==> src/rtl/wave_gen_pkg.sv <==
// Shared definitions for the wave_gen block: waveform mode encodings.
package wave_gen_pkg;

   typedef enum logic [1:0] {
      MODE_OFF    = 2'b00,
      MODE_SQUARE = 2'b01,
      MODE_SAW    = 2'b10,
      MODE_TRI    = 2'b11
   } wave_mode_e;

endpackage

==> src/rtl/wave_gen_if.sv <==
// Control and sample bus of wave_gen. The controller side drives configuration
// and run controls; the generator side returns the sample and status.
interface wave_gen_if #(
   parameter int RES_BITS = 8,
   parameter int ACC_BITS = 16
);

   logic                enable;
   logic [ACC_BITS-1:0] tune;
   logic [RES_BITS-1:0] duty;
   logic [1:0]          mode;
   logic                cfg_load;
   logic                phase_clr;
   logic [RES_BITS-1:0] wave_out;
   logic                wrap;
   logic                cfg_pending;

   modport master (
      output enable, tune, duty, mode, cfg_load, phase_clr,
      input  wave_out, wrap, cfg_pending
   );

   modport slave (
      input  enable, tune, duty, mode, cfg_load, phase_clr,
      output wave_out, wrap, cfg_pending
   );

endinterface

==> src/rtl/wave_gen_shaper.sv <==
// Combinational map from the phase top bits to a sample value for the active
// mode. Holds no state; registering happens in wave_gen.
module wave_shaper
   import wave_gen_pkg::*;
#(
   parameter int RES_BITS = 8
) (
   input  logic [RES_BITS-1:0] top,
   input  wave_mode_e          mode,
   input  logic [RES_BITS-1:0] duty,
   output logic [RES_BITS-1:0] sample
);

   // Rising half of the triangle: top doubled; the falling half is its inverse.
   logic [RES_BITS-1:0] ramp;
   assign ramp = {top[RES_BITS-2:0], 1'b0};

   // Select the sample for the active mode; duty of 0 keeps square at 0.
   always_comb begin
      sample = '0;
      case (mode)
         MODE_OFF:    sample = '0;
         MODE_SQUARE: sample = (top < duty) ? '1 : '0;
         MODE_SAW:    sample = top;
         MODE_TRI:    sample = top[RES_BITS-1] ? ~ramp : ramp;
      endcase
   end

endmodule

==> src/rtl/wave_gen.sv <==
// Phase-accumulator waveform generator with double-buffered configuration.
// A new configuration waits in the pending set and is swapped into the active
// set only at a phase wrap, a phase restart, or while idle, so a running
// output never changes shape or frequency mid-period.
module wave_gen
   import wave_gen_pkg::*;
#(
   parameter int RES_BITS = 8,
   parameter int ACC_BITS = 16
) (
   input logic       clk,
   input logic       reset_n,
   wave_gen_if.slave bus
);

   localparam logic [RES_BITS-1:0] DUTY_RST = {1'b1, {(RES_BITS-1){1'b0}}};

   logic [ACC_BITS-1:0] phase;
   logic [ACC_BITS:0]   phase_sum;
   logic                carry;
   logic                apply;
   logic [RES_BITS-1:0] top;
   logic [RES_BITS-1:0] sample;

   logic [ACC_BITS-1:0] tune_a;
   logic [RES_BITS-1:0] duty_a;
   wave_mode_e          mode_a;
   logic [ACC_BITS-1:0] tune_p;
   logic [RES_BITS-1:0] duty_p;
   wave_mode_e          mode_p;
   logic                cfg_pending_q;

   logic [RES_BITS-1:0] wave_out_q;
   logic                wrap_q;

   assign phase_sum = {1'b0, phase} + {1'b0, tune_a};
   assign carry     = bus.enable & ~bus.phase_clr & phase_sum[ACC_BITS];

   // With tune_a=0 or enable low the output is frozen, so swapping is safe.
   assign apply     = carry | bus.phase_clr | ~bus.enable | (tune_a == '0);
   assign top       = phase[ACC_BITS-1 -: RES_BITS];

   wave_shaper #(
      .RES_BITS (RES_BITS)
   ) u_shaper (
      .top    (top),
      .mode   (mode_a),
      .duty   (duty_a),
      .sample (sample)
   );

   // Phase accumulator and the wrap pulse that marks each carry-out.
   always_ff @(posedge clk or negedge reset_n) begin
      if (!reset_n) begin
         phase  <= '0;
         wrap_q <= 1'b0;
      end else begin
         if (bus.phase_clr) begin
            phase <= '0;
         end else if (bus.enable) begin
            phase <= phase_sum[ACC_BITS-1:0];
         end
         wrap_q <= carry;
      end
   end

   // Pending/active configuration; a load on an apply edge queues behind the
   // values being applied.
   always_ff @(posedge clk or negedge reset_n) begin
      if (!reset_n) begin
         tune_a        <= '0;
         duty_a        <= DUTY_RST;
         mode_a        <= MODE_OFF;
         tune_p        <= '0;
         duty_p        <= DUTY_RST;
         mode_p        <= MODE_OFF;
         cfg_pending_q <= 1'b0;
      end else begin
         if (apply) begin
            tune_a <= tune_p;
            duty_a <= duty_p;
            mode_a <= mode_p;
         end
         if (bus.cfg_load) begin
            tune_p        <= bus.tune;
            duty_p        <= bus.duty;
            mode_p        <= wave_mode_e'(bus.mode);
            cfg_pending_q <= 1'b1;
         end else if (apply) begin
            cfg_pending_q <= 1'b0;
         end
      end
   end

   // Output sample register: one cycle behind the phase it was shaped from.
   always_ff @(posedge clk or negedge reset_n) begin
      if (!reset_n) begin
         wave_out_q <= '0;
      end else begin
         wave_out_q <= sample;
      end
   end

   assign bus.wave_out    = wave_out_q;
   assign bus.wrap        = wrap_q;
   assign bus.cfg_pending = cfg_pending_q;

endmodule

==> src/flat_wrapper.sv <==
// flat-port wrapper written by rule: the top's interface ports become plain ports
module wave_gen_flat import wave_gen_pkg::*;
#(
   parameter int RES_BITS = 8,
   parameter int ACC_BITS = 16
)
  (clk, reset_n, bus_enable, bus_tune, bus_duty, bus_mode, bus_cfg_load, bus_phase_clr, bus_wave_out, bus_wrap, bus_cfg_pending);
  wave_gen_if #(.RES_BITS(RES_BITS), .ACC_BITS(ACC_BITS)) bus_i ();
  input logic clk;
  input logic reset_n;
  input wire logic [$bits(bus_i.enable)-1:0] bus_enable;
  input wire logic [$bits(bus_i.tune)-1:0] bus_tune;
  input wire logic [$bits(bus_i.duty)-1:0] bus_duty;
  input wire logic [$bits(bus_i.mode)-1:0] bus_mode;
  input wire logic [$bits(bus_i.cfg_load)-1:0] bus_cfg_load;
  input wire logic [$bits(bus_i.phase_clr)-1:0] bus_phase_clr;
  output wire logic [$bits(bus_i.wave_out)-1:0] bus_wave_out;
  output wire logic [$bits(bus_i.wrap)-1:0] bus_wrap;
  output wire logic [$bits(bus_i.cfg_pending)-1:0] bus_cfg_pending;
  assign bus_i.enable = bus_enable;
  assign bus_i.tune = bus_tune;
  assign bus_i.duty = bus_duty;
  assign bus_i.mode = bus_mode;
  assign bus_i.cfg_load = bus_cfg_load;
  assign bus_i.phase_clr = bus_phase_clr;
  assign bus_wave_out = bus_i.wave_out;
  assign bus_wrap = bus_i.wrap;
  assign bus_cfg_pending = bus_i.cfg_pending;
  wave_gen #(.RES_BITS(RES_BITS), .ACC_BITS(ACC_BITS)) u_core (.clk(clk), .reset_n(reset_n), .bus(bus_i));
endmodule
==> config.mk <==
export PLATFORM = sky130hd
export DESIGN_NAME = wave_gen_flat
export DESIGN_NICKNAME = d
export VERILOG_FILES = /design/src/rtl/wave_gen_pkg.sv /design/src/rtl/wave_gen_if.sv /design/src/rtl/wave_gen_shaper.sv /design/src/rtl/wave_gen.sv /design/src/flat_wrapper.sv
export SDC_FILE = /design/constraint.sdc
export NUM_CORES = 1
export LEC_CHECK = 0
export BUFFER_PORTS_ARGS = -buffer_cell sky130_fd_sc_hd__buf_2
export CORE_MARGIN = 3
export CORE_UTILIZATION = 38
export DETAILED_ROUTE_END_ITERATION = 12
export SYNTH_ARGS = -nofsm -noshare
export SYNTH_HDL_FRONTEND = slang
export SYNTH_SLANG_ARGS = --single-unit
==> constraint.sdc <==
create_clock -name clk -period 3.03 [get_ports clk]
set_clock_uncertainty 0.15 [all_clocks]
set_input_delay 0.1515 -clock clk [delete_from_list [all_inputs] [get_ports clk]]
set_output_delay 0.1515 -clock clk [all_outputs]
set_load 0.01 [all_outputs]
=== Word-level counts from Yosys, hierarchy flattened ===
Index checks and enable logic that the tools add are counted.

* Equal/unequal tests: 3
* Reduce and logical (&&, ||, !) cells: 4
* Magnitude comparators: 1
* Mux-type cells: 7
* $add $sub $neg: 1
* Bitwise operators: 8

{| class="wikitable"
|+ Operators with widths
! cell !! count
|-
| 2-to-1 mux 16 bit || 2
|-
| one-hot mux 8 bit (4 select lines) || 1
|-
| adder 16 x 16 -> 17 bit || 1
|-
| zero test 16 bit || 1
|-
| 2-to-1 mux 8 bit || 2
|-
| less-than comparator 8 bit || 1
|-
| inverter 8 bit || 1
|-
| == test 2 bit (second input constant) || 2
|-
| nonzero test 2 bit || 2
|-
| OR 1 bit || 3
|-
| AND 1 bit || 2
|-
| == test 2 x 1 -> 1 bit (second input constant) || 1
|-
| zero test 2 bit || 1
|-
| 2-to-1 mux 1 bit || 2
|-
| inverter 1 bit || 2
|}

* Bits of input ports: 31
* Logic and storage cells: 34
* Register bits after elaboration: 78

=== Depth between registers and ports, before layout ===
* Depth in word-level cells: 8
* Depth in mapped cells: 10

=== By module ===
A second synthesis with hierarchy kept.

* Cells, all modules: 369
* Area total of the unflattened synthesis: 4272.8 µm²

{| class="wikitable"
|+ By module, submodules not included
! module !! cells an instance !! instances !! sequential area each (µm²) !! area each (µm²)
|-
| wave_gen || 312 || 1 || 1954.4 || 3844.9
|-
| wave_shaper || 57 || 1 || 0.0 || 427.9
|}

=== Least setup slack after synthesis ===
OpenSTA, ideal clock, no wires.

* Kind: register to register
* Start: register u_core.tune_a[0]
* End: register u_core.mode_a[0]
* Cell stages (with the launch flop): 11
* Data arrival time: 2383 ps
* Library setup time: 125 ps
* Slack: 372 ps
* Buffers on the path: 1
* Period minus slack after synthesis: 2658 ps
* Cell sequence: dfrtp_1 ha_1 inv_1 fa_1 nand2b_1 a21oi_2 o311a_4 o211ai_4 a22oi_4 buf_12 mux2_4

* Word-level cells in the longest chain between the ends: 5
* Elaborated cells on any way between the ends: 6

{| class="wikitable"
|+ Ends and longest elaborated chain
! element !! line !! text
|-
| start, declared || wave_gen.sv:25 || <nowiki>logic [ACC_BITS-1:0] tune_a;</nowiki>
|-
| start signal, assigned || wave_gen.sv:80 || <nowiki>tune_a <= tune_p;</nowiki>
|-
| adder 16 x 16 -> 17 bit || wave_gen.sv:36 || <nowiki>assign phase_sum = {1'b0, phase} + {1'b0, tune_a};</nowiki>
|-
| AND 1 bit || wave_gen.sv:37 || <nowiki>assign carry = bus.enable & ~bus.phase_clr & phase_sum[ACC_BITS];</nowiki>
|-
| OR 1 bit (2 in a row) || wave_gen.sv:40 || <nowiki>assign apply = carry | bus.phase_clr | ~bus.enable | (tune_a == '0);</nowiki>
|-
| OR 1 bit * || wave_gen.sv:40 ||
|-
| end signal, assigned || wave_gen.sv:82 || <nowiki>mode_a <= mode_p;</nowiki>
|-
| end, declared || wave_gen.sv:27 || <nowiki>wave_mode_e mode_a;</nowiki>
|}

Mark *: on every way between the ends. The rest lies on a longest branch, timed or not.
A chain may end at the register's enable or synchronous reset.

=== Worst setup path in the final report ===
* Start: register u_core.tune_a[0]
* End: register u_core.duty_a[0]

* Word-level cells in the longest chain between the ends: 5
* Elaborated cells on any way between the ends: 6

{| class="wikitable"
|+ Ends and longest elaborated chain
! element !! line !! text
|-
| adder 16 x 16 -> 17 bit || wave_gen.sv:36 ||
|-
| AND 1 bit || wave_gen.sv:37 ||
|-
| OR 1 bit (2 in a row) || wave_gen.sv:40 ||
|-
| OR 1 bit * || wave_gen.sv:40 ||
|-
| end signal, assigned || wave_gen.sv:81 || <nowiki>duty_a <= duty_p;</nowiki>
|-
| end, declared || wave_gen.sv:26 || <nowiki>logic [RES_BITS-1:0] duty_a;</nowiki>
|}

Marked as above.

==> results.toml <==
[power]
finalPower_mw = 4.77
power_frac_seq_pct = 35.2
p_int_mw = 2.97
power.density_mw_per_mm2 = 948
clockPowerShare_pct = 18.9
p_leak_nw = 2.37
switching_share_pct = 37.7
p_sw_mw = 1.80
ir_drop_mv = 0.333
combPwrFrac_pct = 45.9

[cells_and_area]
drive_above_1_share_pct = 29.9
area_growth_pct = 19.7
num_antenna_cells = 0
final.fill_count = 1011
finalNonFillerCells = 564
nets = 478
final_core_util_pct = 47.7

[clocking]
clkSlewWorstSetupHoldPaths_ps = 80
post_cts_buffers = 0
cts.repair.resized = 0
cts_tree = "done"
h-tree-depth = 3
clk_latency_ps = 360
cts_hold_buffers = 27
cts.sinks = 78
clockBufferDepth = 2
numCtsBuffers = 9
clock-root-buffer = "clkbuf_8"

[setup_path]
timing.critical_path.required_ps = 3120
r2r_slack_ps = 170
cp.arrival_ps = 2950
reg2reg_depth = 10
startpoint_type = "register"
crit_fanout = 25
cp-end-kind = "register"
critPathKind = "reg2reg"

[sta]
maxSlewHeadroom_pct = 35.1
hold_viol = 0
max_freq_mhz = 349
setup_viol = 0
rsz0062_at_grt = "false"
worstMarginPinSlew_ps = 973
setup_tns_ps = 0
whs_ps = 29.6
slew_viol_final = 0
finalCriticalPeriod_ps = 2860
period_share_pct = 94.5

[global_routing]
grt_pass1_vias = 2974
grt_usage_pct = 14.8
antenna_found_initial = 0
grt_pass1_wl_mm = 14.7
grt_max_degree = 79
grt.overflow.total = 0

[synthesis]
ys.flop_type = "dfrtp_1"
yosysSeqAreaShare_pct = 46.5
post_synth.cell_area_avg_um2 = 11.8
netlist_area_mm2 = 0.00420
syn_inst = 356
ys_warn_count = 0
syn_nets = 411
synth-seq-cells = 78
async_flop_share_pct = 100
synth_cell_type_count = 54
synth_edf_count = 0

[hold_path]
hold_path_class = "in2reg"
holdPathStages = 2

[placement]
hpwl_mm = 6.09
gp_congestion = 0.890
io_buffers = 40
place_inst = 521

[die]
die_area_mm2 = 0.0124
floorplan.initialDensity_pct = 39.8
fp.coreArea_mm2 = 0.0106
ioPinCount = 41
chipHeight_um = 111
die_w_um = 111
rows = 37

[drt]
wirelength_mm = 8.55
ant_nets = 0
dr.pass1.iters = 4
vias = 2886
drc_errors = 0
drt_iter0_drc = 109
via_per_inst = 5.12
wire_per_inst_um = 15.2

[flow_run]
drv_cap = 0

[outcome]
outcome = "complete, no violations"
-- power groups by stage --
stage | combinational (mW) | sequential, mW | clock (mW)
floorplan | 1.77 | 1.59 | 0
global placement | 2.10 | 1.69 | 0
detailed placement | 2.16 | 1.70 | 0
CTS | 2.19 | 1.68 | 0.932
global route | 2.44 | 1.73 | 0.969
finish | 2.19 | 1.68 | 0.900
-- worst paths after layout --
| kind | start | endpoint |
|---|---|---|
| hold reg to reg | u_core.tune_p[4] | u_core.tune_a[4] |
| min in group asynchronous | reset_n | u_core.duty_p[3] |
| setup / recovery | u_core.tune_a[0] | u_core.duty_a[0] |
| setup reg to reg | u_core.tune_a[0] | u_core.duty_a[0] |
| hold / removal | bus_phase_clr | u_core.phase[3] |
| max in group asynchronous | reset_n | u_core.bus.wave_out[1] |
-- cell type report --
class                           count  area (um^2)  share of cell area, %
Clock buffer                       12          155                   3.08
Clock inverter                      4         77.6                   1.54
Inverter                           15         56.3                   1.12
Multi-Input combinational cell    248         2100                   41.8
Sequential cell                    78         1950                   38.9
Tap cell                          136          170                   3.38
Timing Repair Buffer               71          515                   10.2
-- layer usage --
| metal | track usage, % | vias up | part of all wire [%] |
|---|---|---|---|
| met5 | 0 | - | 0 |
| met1 | 21.1 | 1409 | 51 |
| met2 | 21.9 | 47 | 44 |
| met3 | 2.24 | 11 | 2.5 |
| li1 | - | 1419 | - |
| met4 | 7.38 | 0 | 2.3 |
-- Yosys cell counts, types with 2 or more instances --
library cell	n	area share, %
nor4_1	4	0.60
a211oi_1	4	0.71
o21a_1	2	0.36
o21ai_0	7	0.83
a21o_1	8	1.4
nor2_1	14	1.3
nand3_1	13	1.5
nand3b_1	2	0.36
a21oi_1	16	1.9
and2_1	2	0.30
nand2_1	26	2.3
dfrtp_1	76	45
inv_1	14	1.3
mux2_2	34	9.1
buf_12	2	0.95
xnor2_1	16	3.3
nor3b_1	5	0.89
mux2i_1	9	2.1
o211ai_1	7	1.3
buf_1	4	0.36
clkbuf_1	8	0.71
a21oi_2	2	0.42
nor2b_1	2	0.30
o22ai_1	2	0.30
ha_1	23	6.8
dfstp_2	2	1.3
a31o_2	2	0.42
mux2_4	19	6.8
nor3_1	2	0.24
nand2b_1	5	0.74
-- layout by cell type, fill, tap and decap left out, types with 4 or more instances in the layout --
cell / Yosys / routed
nor2_1: 14 / 14
dlygate4sd3_1: 0 / 27
nor4_1: 4 / 4
nand2_1: 26 / 26
a211oi_1: 4 / 4
buf_4: 0 / 4
xnor2_1: 16 / 16
mux2_4: 19 / 19
buf_2: 0 / 39
dfrtp_1: 76 / 76
o211ai_1: 7 / 7
nand3_1: 13 / 13
clkbuf_8: 0 / 11
mux2_2: 34 / 34
a21o_1: 8 / 8
ha_1: 23 / 23
nor3b_1: 5 / 5
a21oi_1: 16 / 16
inv_1: 14 / 14
o21ai_0: 7 / 7
mux2i_1: 9 / 9
nand2b_1: 5 / 5
-- critical path: stages (launching register included) --
cell and delay [ps]:
dfrtp_1 380, ha_1 180, inv_1 60, fa_1 390, nand2b_1 190, a21oi_2 180
o311a_4 220, o211ai_4 110, a22oi_4 260, buf_12 240, mux2_2 360
-- metrics by stage --
stage                     cell area, um^2  setup slack, ps
after floorplan                      4200              372
after global placement               4530              265
after detailed placement             4530              182
after CTS                            5030              148
after global routing                 5030             19.2
final                                5030              166
-- sequential cells by signal (all words and copies together) (netlist names) --
| name | cells |
|---|---|
| u_core.bus.cfg_pending | 1 |
| u_core.bus.wave_out | 8 |
| u_core.bus.wrap | 1 |
| u_core.duty_a | 8 |
| u_core.duty_p | 8 |
| u_core.mode_a | 2 |
| u_core.mode_p | 2 |
| u_core.phase | 16 |
| u_core.tune_a | 16 |
| u_core.tune_p | 16 |
-- logic make-up after synthesis --
kind of cell | synth area share (%)
flops | 46.5
fa+ha+maj | 7.33
simple gates | 9.95
mux | 18.0
xor+xnor | 3.34
compound gates | 11.3
buf+inv | 3.48
(Power assumes the default switching activity.)
